`config.mk`:
```
export PLATFORM = sky130hd
export DESIGN_NAME = rs_enc_ctrl_flat
export DESIGN_NICKNAME = d
export VERILOG_FILES = /design/src/rtl/rs_enc_ctrl_if.sv /design/src/rtl/rs_enc_ctrl.sv /design/src/flat_wrapper.sv
export SDC_FILE = /design/constraint.sdc
export NUM_CORES = 1
export LEC_CHECK = 0
export CORE_AREA = 10 10 61 63
export DETAILED_ROUTE_END_ITERATION = 6
export DIE_AREA = 0 0 71 73
export MAX_ROUTING_LAYER = met4
export PLACE_DENSITY = 0.75
export SLEW_MARGIN = 25
export SYNTH_ARGS = -nofsm -noshare
export SYNTH_HDL_FRONTEND = slang
export SYNTH_SLANG_ARGS = --single-unit
```
`constraint.sdc`:
```
create_clock -name clk -period 2 [get_ports clk]
set_input_delay 0.4 -clock clk [delete_from_list [all_inputs] [get_ports clk]]
set_output_delay 0.4 -clock clk [all_outputs]
set_load 0.01 [all_outputs]
```
`src/rtl/rs_enc_ctrl_if.sv`:
```
// Stream and encoder-control bundle for rs_enc_ctrl.
// master = controller side, slave = source/sink/encoder side.
interface rs_enc_ctrl_if;
  logic       in_valid;
  logic       in_ready;
  logic [7:0] in_data;
  logic       in_last;
  logic [7:0] enc_x;
  logic       enc_enable;
  logic       enc_data;
  logic [7:0] enc_y;
  logic       out_valid;
  logic       out_ready;
  logic [7:0] out_data;
  logic       out_sop;
  logic       out_eop;

  modport master (
    input  in_valid, in_data, in_last, enc_y, out_ready,
    output in_ready, enc_x, enc_enable, enc_data,
           out_valid, out_data, out_sop, out_eop
  );

  modport slave (
    output in_valid, in_data, in_last, enc_y, out_ready,
    input  in_ready, enc_x, enc_enable, enc_data,
           out_valid, out_data, out_sop, out_eop
  );
endinterface

```
`src/rtl/rs_enc_ctrl.sv`:
```
// Codeword framing controller for the external 4-parity GF(2^8) RS encoder.
// Optional RS_ENC_CTRL_SHORTEN_EN: in_last closes the message phase early.
//
// state | meaning
// MSG   | accepting message symbols, encoder in message phase
// PAR   | shifting out NPAR parity symbols, input stalled
module rs_enc_ctrl #(
  parameter int MSG_LEN = 188,
  parameter int NPAR    = 4
) (
  input  logic clk,
  input  logic clrn,
  rs_enc_ctrl_if.master bus,
  output logic busy
);

  localparam int CW = $clog2(MSG_LEN + 4);
  localparam logic [CW-1:0] LAST_MSG = CW'(MSG_LEN - 1);
  localparam logic [CW-1:0] LAST_PAR = CW'(NPAR - 1);

  if (NPAR != 4) begin : g_npar_check
    $error("rs_enc_ctrl: NPAR must be 4 to match the encoder");
  end

  typedef enum logic {ST_MSG, ST_PAR} state_t;

  state_t        state_q, state_d;
  logic [CW-1:0] cnt_q, cnt_d;
  logic          out_valid_q, out_valid_d;
  logic [7:0]    out_data_q, out_data_d;
  logic          out_sop_q, out_sop_d;
  logic          out_eop_q, out_eop_d;
  logic          slot_free;
  logic          adv;
  logic          last_hit;

`ifdef RS_ENC_CTRL_SHORTEN_EN
  assign last_hit = bus.in_last;
`else
  logic unused_in_last;
  assign unused_in_last = bus.in_last;
  assign last_hit = 1'b0;
`endif

  assign slot_free = !out_valid_q || bus.out_ready;
  assign adv       = slot_free && ((state_q == ST_PAR) || bus.in_valid);

  assign bus.in_ready   = (state_q == ST_MSG) && slot_free;
  assign bus.enc_x      = bus.in_data;
  assign bus.enc_data   = (state_q == ST_MSG);
  assign bus.enc_enable = adv;
  assign bus.out_valid  = out_valid_q;
  assign bus.out_data   = out_data_q;
  assign bus.out_sop    = out_sop_q;
  assign bus.out_eop    = out_eop_q;
  assign busy           = (cnt_q != '0) || (state_q == ST_PAR);

  always_ff @(posedge clk or negedge clrn) begin
    if (!clrn) begin
      state_q     <= ST_MSG;
      cnt_q       <= '0;
      out_valid_q <= 1'b0;
      out_data_q  <= 8'h00;
      out_sop_q   <= 1'b0;
      out_eop_q   <= 1'b0;
    end else begin
      state_q     <= state_d;
      cnt_q       <= cnt_d;
      out_valid_q <= out_valid_d;
      out_data_q  <= out_data_d;
      out_sop_q   <= out_sop_d;
      out_eop_q   <= out_eop_d;
    end
  end

  always_comb begin
    state_d     = state_q;
    cnt_d       = cnt_q;
    out_valid_d = out_valid_q;
    out_data_d  = out_data_q;
    out_sop_d   = out_sop_q;
    out_eop_d   = out_eop_q;
    if (adv) begin
      out_data_d  = bus.enc_y;
      out_valid_d = 1'b1;
      out_sop_d   = (state_q == ST_MSG) && (cnt_q == '0);
      out_eop_d   = (state_q == ST_PAR) && (cnt_q == LAST_PAR);
      case (state_q)
        ST_MSG: begin
          if ((cnt_q == LAST_MSG) || last_hit) begin
            state_d = ST_PAR;
            cnt_d   = '0;
          end else begin
            cnt_d = cnt_q + CW'(1);
          end
        end
        ST_PAR: begin
          // Encoder registers are all zero after the last parity shift,
          // so the next message can start on the following cycle.
          if (cnt_q == LAST_PAR) begin
            state_d = ST_MSG;
            cnt_d   = '0;
          end else begin
            cnt_d = cnt_q + CW'(1);
          end
        end
        default: begin
          state_d = ST_MSG;
          cnt_d   = '0;
        end
      endcase
    end else if (slot_free) begin
      out_valid_d = 1'b0;
    end
  end

endmodule

```
`src/flat_wrapper.sv`:
```
// flat-port wrapper written by rule: the top's interface ports become plain ports
module rs_enc_ctrl_flat 
#(
  parameter int MSG_LEN = 188,
  parameter int NPAR    = 4
)
  (clk, clrn, busy, bus_in_valid, bus_in_data, bus_in_last, bus_enc_y, bus_out_ready, bus_in_ready, bus_enc_x, bus_enc_enable, bus_enc_data, bus_out_valid, bus_out_data, bus_out_sop, bus_out_eop);
  rs_enc_ctrl_if bus_i ();
  input  logic clk;
  input  logic clrn;
  output logic busy;
  input wire logic [$bits(bus_i.in_valid)-1:0] bus_in_valid;
  input wire logic [$bits(bus_i.in_data)-1:0] bus_in_data;
  input wire logic [$bits(bus_i.in_last)-1:0] bus_in_last;
  input wire logic [$bits(bus_i.enc_y)-1:0] bus_enc_y;
  input wire logic [$bits(bus_i.out_ready)-1:0] bus_out_ready;
  output wire logic [$bits(bus_i.in_ready)-1:0] bus_in_ready;
  output wire logic [$bits(bus_i.enc_x)-1:0] bus_enc_x;
  output wire logic [$bits(bus_i.enc_enable)-1:0] bus_enc_enable;
  output wire logic [$bits(bus_i.enc_data)-1:0] bus_enc_data;
  output wire logic [$bits(bus_i.out_valid)-1:0] bus_out_valid;
  output wire logic [$bits(bus_i.out_data)-1:0] bus_out_data;
  output wire logic [$bits(bus_i.out_sop)-1:0] bus_out_sop;
  output wire logic [$bits(bus_i.out_eop)-1:0] bus_out_eop;
  assign bus_i.in_valid = bus_in_valid;
  assign bus_i.in_data = bus_in_data;
  assign bus_i.in_last = bus_in_last;
  assign bus_i.enc_y = bus_enc_y;
  assign bus_i.out_ready = bus_out_ready;
  assign bus_in_ready = bus_i.in_ready;
  assign bus_enc_x = bus_i.enc_x;
  assign bus_enc_enable = bus_i.enc_enable;
  assign bus_enc_data = bus_i.enc_data;
  assign bus_out_valid = bus_i.out_valid;
  assign bus_out_data = bus_i.out_data;
  assign bus_out_sop = bus_i.out_sop;
  assign bus_out_eop = bus_i.out_eop;
  rs_enc_ctrl #(.MSG_LEN(MSG_LEN), .NPAR(NPAR)) u_core (.clk(clk), .clrn(clrn), .bus(bus_i), .busy(busy));
endmodule
```
==> results of run 1 <==
## final cells by class
| type | instances | area [sq um] | area share [%] |
|---|---|---|---|
| Timing Repair Buffer | 35 | 324 | 24.5 |
| Sequential cell | 20 | 500 | 37.8 |
| Clock buffer | 3 | 22.5 | 1.70 |
| Multi-Input combinational cell | 77 | 424 | 32.0 |
| Inverter | 4 | 15.0 | 1.13 |
| Tap cell | 31 | 38.8 | 2.93 |
## worst min-delay path by stage
stage | start | endpoint | slack [ps]
4_1_cts | clrn | u_core.cnt_q[4]$_DFFE_PN0P_ | 420
3_5_place_dp | u_core.bus.out_data[6]$_DFFE_PN0P_ | u_core.bus.out_data[6]$_DFFE_PN0P_ | 460
5_1_grt | clrn | u_core.cnt_q[7]$_DFFE_PN0P_ | 420
3_3_place_gp | u_core.bus.out_data[2]$_DFFE_PN0P_ | u_core.bus.out_data[2]$_DFFE_PN0P_ | 460
6_report | clrn | u_core.cnt_q[3]$_DFFE_PN0P_ | 430
2_1_floorplan | clrn | u_core.bus.out_data[0]$_DFFE_PN0P_ | 100
## flip-flops by register name (all words and copies together) (netlist names)
signal / cells
u_core.bus.out_data: 8
u_core.cnt_q: 8
u_core.bus.out_eop: 1
u_core.bus.out_sop: 1
u_core.bus.out_valid: 1
u_core.state_q: 1
## worst reg2reg max path: stages (launching register included)
cell and delay (ps):
dfrtp_1 380, nor2b_2 150, or2_4 250, buf_4 200, or4_4 530, o211ai_2 80
## layer usage
metal,GRT usage (%),vias up,part of all wire [%]
li1,-,421,-
met1,10.7,393,45
met2,14.6,31,47
met3,4.35,2,8.4
met4,3.44,0,0.39
met5,-,-,0
## synth_stat cells
cell      number  area [sq um]
buf_6          1          11.3
buf_2          2          10.0
ha_1           2          25.0
a21o_1         1          7.51
or4_4          1          11.3
nand3_1        4          20.0
nor4_1         3          18.8
xnor2_1        1          8.76
nor2_2         1          6.26
o21ai_0        5          25.0
buf_4          8          60.1
or2_4          1          8.76
o22ai_2        1          12.5
xor2_1         1          8.76
inv_1          4          15.0
o211ai_2       1          12.5
o22ai_1        1          6.26
o211ai_1       1          7.51
a21oi_1        3          15.0
nor3b_1        1          7.51
nand4_1        2          12.5
or3_2          1          7.51
or3_1          1          6.26
dfrtp_1       20           500
nor2b_2        1          8.76
nand2_1       36           135
nor2_1         4          15.0
and3_1         2          12.5
nor3_1         2          10.0
## cells by family (layout without fill, tap and decap cells)
family / Yosys count / in the layout
xor gates and xnor gates: 2 / 2
buffers and inverters: 15 / 42
AOI/OAI and AO/OA: 13 / 13
DFF: 20 / 20
adders and majority gates: 2 / 2
and+or+nand+nor: 60 / 60
## through the flow
step / area (sq um) / setup slack [ps]
2_1_floorplan: 1010 / 388
3_3_place_gp: 1290 / -194
3_5_place_dp: 1290 / -189
4_1_cts: 1330 / 65.4
5_1_grt: 1330 / 2.62
6_report: 1330 / 87.1
## power groups by stage
stage / logic, uW / clock network (uW) / registers, uW
final: 718 / 187 / 664
after global placement: 715 / 0 / 651
after detailed placement: 733 / 0 / 657
after floorplan: 384 / 0 / 684
after CTS: 729 / 200 / 666
after global routing: 813 / 218 / 686
==> results.tsv, run 1 <==
metric	value	unit
relSlewSlack	71.0	%
cts_tree	yes	
cp-start-kind	flop	
start_util	38.5	%
final_cells	170	
synthToLayoutAreaGrowth	31.7	%
power_density	1180	nW/um^2
grt.overflow.total	0	
fmax	0.523	GHz
io_buffers	26	
slowest_stage	dfrtp_1	
synthCells	112	
ant_nets	0	
min_path_type	input pin to async pin	
grt_usage	9.53	%
r2r_start	u_core.bus.out_valid$_DFFE_PN0P_	
grt_max_degree	21	
viasPerCell	4.98	
dieWidth	71	um
slowest_delay	420	ps
hold_violations	0	
cts.sinks	20	
final_common_cell	nand2_1	
seq_area_frac_synth	49.8	%
r2r-end	u_core.cnt_q[7]$_DFFE_PN0P_	
synth-simple-area-share	27.9	%
cts_hold_buffers	0	
rsz0062_at_grt	no	
path_buf_inv	1	
layout_common_cells	nand2_1 (36), clkdlybuf4s50_1 (23), dfrtp_1 (20)	
critPathKind	flop to output port	
p_sw	607	uW
internal-power	962	uW
synth-adder-area-share	2.49	%
placedCellCount	167	
die_area	5180	sq um
ir_drop	0.687	mV
leakage	0.000626	uW
drv_cap	0	
sw_frac_of_total	38.7	%
crit_chain	nor4_4 -> nand4_1 -> dlygate4sd2_1	
cp.depth	3	
layout.nets	164	
fin_hold_ws	426	ps
finClkSkew	2.27	ps
setup_tns	0	ps
clockBufferDepth	2	
ys_warn_count	0	
synth_compound_area_share	8.58	%
rows	19	
syn-cell-area	1010	sq um
power.share.clock	11.9	%
num_io_pins	44	
drtIter0Drc	25	
cp-startpoint	u_core.cnt_q[3]$_DFFE_PN0P_	
post_cts_buffers	0	
synth.area.mux_share	0	%
rrSetupSlack	350	ps
p_seq_share	42.3	%
comb_power_share	45.7	%
route.final.wire_length	2330	um
drc	0	
grt_pass1_wl	3930	um
worst_pin_slew	434	ps
outcome	finished clean	
cp_max_fo	2	
synthXorXnorAreaFrac	1.74	%
arrival	1510	ps
h-tree-depth	1	
endpoint	busy	
setup_viol	0	
critPathTopFamily	simple AND/OR/NAND/NOR gates	
core_area	2620	sq um
syn-num-nets	135	
clkLatencyLatePin	290	ps
vias	847	
r2r_cells	5	
first_pass_iters	4	
cts_buffers	3	
grt_pass1_vias	864	
ys_seq_elements	20	
synth_cell_types	29	
wl_per_cell	13.7	um
min_period	1910	ps
cp.required	1600	ps
dpl.hpwl	1800	um
antennaDiodeCount	0	
syn_avg_cell_area	8.98	sq um
antenna_found_initial	0	
n_fill_cell	264	
cts_root_buf	clkbuf_4	
die_h	73	um
utilization	50.7	%
cts_resized	5	
place.gp.congestion	0.888	
power.total	1570	uW
cp-end-kind	output port	
post-route-period-util	95.6	%
synth_top_family_by_area	simple AND/OR/NAND/NOR gates	
path_clk_slew	110	ps
slew_violations	0	
layout-drive-gt1-share	14.4	%
(Power assumes the default switching activity.)
==> inputs of run 2 (changes only) <==
==> constraint.sdc (replaced) <==
create_clock -name clk -period 2 [get_ports clk]
set_input_delay 0.4 -clock clk [delete_from_list [all_inputs] [get_ports clk]]
set_output_delay 0.4 -clock clk [all_outputs]
set_load 0.05 [all_outputs]
==> run 2 against run 1 <==
  * Register-to-register slack gained 90 ps
  * Count of clock-buffer cells in the layout increased by 1
  * Global-route usage is 0.34 points higher
  * Wire length is 0.39% higher
  * Flip-flop and latch count stayed put
  * Total power grew 18%
  * Cell area shrank 0.38%
==> results.tsv, run 2 (same netlist as run 1, synthesis figures left out) <==
metric	value	unit	change
drtIter0Drc	13		-48%
rows	19		unchanged
cp-end-kind	output port		
viasPerCell	4.99		+0.11%
layout-drive-gt1-share	14.8	%	+0.43 points
ir_drop	0.936	mV	+36%
r2r_start	u_core.cnt_q[0]$_DFFE_PN0P_		
first_pass_iters	4		unchanged
critPathKind	input pin to output port		
n_fill_cell	259		-1.9%
antenna_found_initial	0		unchanged
dpl.hpwl	1860	um	+3.0%
cts_buffers	3		unchanged
rrSetupSlack	440	ps	+90 ps
route.final.wire_length	2340	um	+0.39%
power_density	1400	nW/um^2	+18%
outcome	finished clean		
slew_violations	0		unchanged
cp.required	1600	ps	about the same
cts.sinks	20		unchanged
cts_hold_buffers	0		unchanged
leakage	0.000620	uW	-1.1%
min_period	1900	ps	-11.4 ps
hold_violations	0		unchanged
grt_usage	9.87	%	+0.34 points
grt_max_degree	21		unchanged
io_buffers	26		unchanged
antennaDiodeCount	0		unchanged
synthToLayoutAreaGrowth	31.2	%	
drv_cap	0		unchanged
min_path_type	input pin to async pin		
start_util	38.5	%	unchanged
cp_max_fo	7		+5
power.total	1850	uW	+18%
layout.nets	159		-3.0%
fin_hold_ws	433	ps	+7.20 ps
worst_pin_slew	526	ps	+92.4 ps
layout_common_cells	nand2_1 (36), clkdlybuf4s50_1 (22), dfrtp_1 (20)		
ant_nets	0		unchanged
drc	0		unchanged
finClkSkew	4.01	ps	+1.75 ps
grt_pass1_wl	4070	um	+3.7%
final_common_cell	nand2_1		
fmax	0.526	GHz	+0.60%
setup_viol	0		unchanged
rsz0062_at_grt	no		
grt.overflow.total	0		unchanged
die_area	5180	sq um	unchanged
die_h	73	um	unchanged
cts_tree	yes		
grt_pass1_vias	885		+2.4%
cts_root_buf	clkbuf_4		
core_area	2620	sq um	unchanged
crit_chain	clkdlybuf4s50_1 -> nor2b_2 -> or2_4 -> inv_1 -> buf_12		
slowest_delay	470	ps	+50 ps
slowest_stage	clkdlybuf4s50_1		
post-route-period-util	95.1	%	-0.57 points
place.gp.congestion	0.857		-3.4%
clockBufferDepth	2		unchanged
h-tree-depth	1		unchanged
num_io_pins	44		unchanged
r2r-end	u_core.cnt_q[6]$_DFFE_PN0P_		
path_clk_slew	120	ps	about the same
wl_per_cell	14.1	um	+2.8%
arrival	1500	ps	about the same
dieWidth	71	um	unchanged
setup_tns	0	ps	unchanged
vias	828		-2.2%
r2r_cells	4		-1
relSlewSlack	64.8	%	-6.2 points
clkLatencyLatePin	290	ps	about the same
utilization	50.5	%	-0.19 points
cp-start-kind	input pin		
-- run 2: changes by cell type in the layout (fill, tap and decap cells not counted) --
| cell | change |
|---|---|
| clkdlybuf4s50_1 | -1 |
| buf_4 | -3 |
| clkbuf_8 | +1 |
| dlygate4sd2_1 | -3 |
| buf_12 | +2 |
-- run 2: final cells by class --
type                            count  area, sq um  share of cell area, %
Inverter                            4         15.0                   1.14
Tap cell                           31         38.8                   2.94
Sequential cell                    20          500                   37.9
Timing Repair Buffer               30          305                   23.1
Multi-Input combinational cell     77          424                   32.1
Clock buffer                        4         36.3                   2.75
-- run 2: worst max path at each step --
stage / startpoint / endpoint / slack (ps) / cells past startpoint
4_1_cts: u_core.cnt_q[3]$_DFFE_PN0P_ / busy / 70 / 3
2_1_floorplan: u_core.bus.out_valid$_DFFE_PN0P_ / bus_enc_enable / 30 / 5
3_3_place_gp: bus_out_ready / u_core.cnt_q[7]$_DFFE_PN0P_ / 100 / 5
5_1_grt: u_core.cnt_q[3]$_DFFE_PN0P_ / busy / 3 / 3
3_5_place_dp: bus_out_ready / u_core.cnt_q[7]$_DFFE_PN0P_ / 90 / 5
6_report: bus_out_ready / bus_enc_enable / 100 / 5
-- run 2: critical path: cells and delay by family --
family	cells	cell delay (ps)
buffers and inverters	3	740
AND/OR/NAND/NOR	2	360
-- run 2: routing by layer --
metal	wire length (um)	global-route usage [%]
met5	0	-
met4	27	3.44
met3	206	4.76
met2	1080	15.0
met1	1030	11.1
-- run 2: repair_timing --
| item | 4_1_cts | 5_1_grt |
|---|---|---|
| resized for setup | 0 | 2 |
| endpoints found under the hold margin | 0 | 0 |
| setup endpoints to repair | 0 | 1 |
| buffers inserted | 0 | 0 |
-- run 2: metrics by stage --
stage | cells | worst slack [ps] | area, sq um
global placement | 162 | 100 | 1270
finish | 166 | 98.5 | 1320
detailed placement | 162 | 92.7 | 1270
CTS | 166 | 73.1 | 1310
global route | 166 | 2.87 | 1320
floorplan | 112 | 31.1 | 1010
-- run 2: power breakdown --
group | leakage [uW] | switching, uW | internal [uW]
Clock | 0.0000210 | 123 | 111
Sequential | 0.000230 | 159 | 537
Combinational | 0.000368 | 575 | 344
==> inputs of run 3 (changes only) <==
--- a/config.mk
+++ b/config.mk
@@ -8,6 +8,7 @@
 export CORE_AREA = 10 10 61 63
 export DETAILED_ROUTE_END_ITERATION = 6
 export DIE_AREA = 0 0 71 73
+export HOLD_SLACK_MARGIN = 0.15
 export MAX_ROUTING_LAYER = met4
 export PLACE_DENSITY = 0.75
 export SLEW_MARGIN = 25
==> results of run 3 <==
Final layout, timing and power as in run 2 (identical DEF).
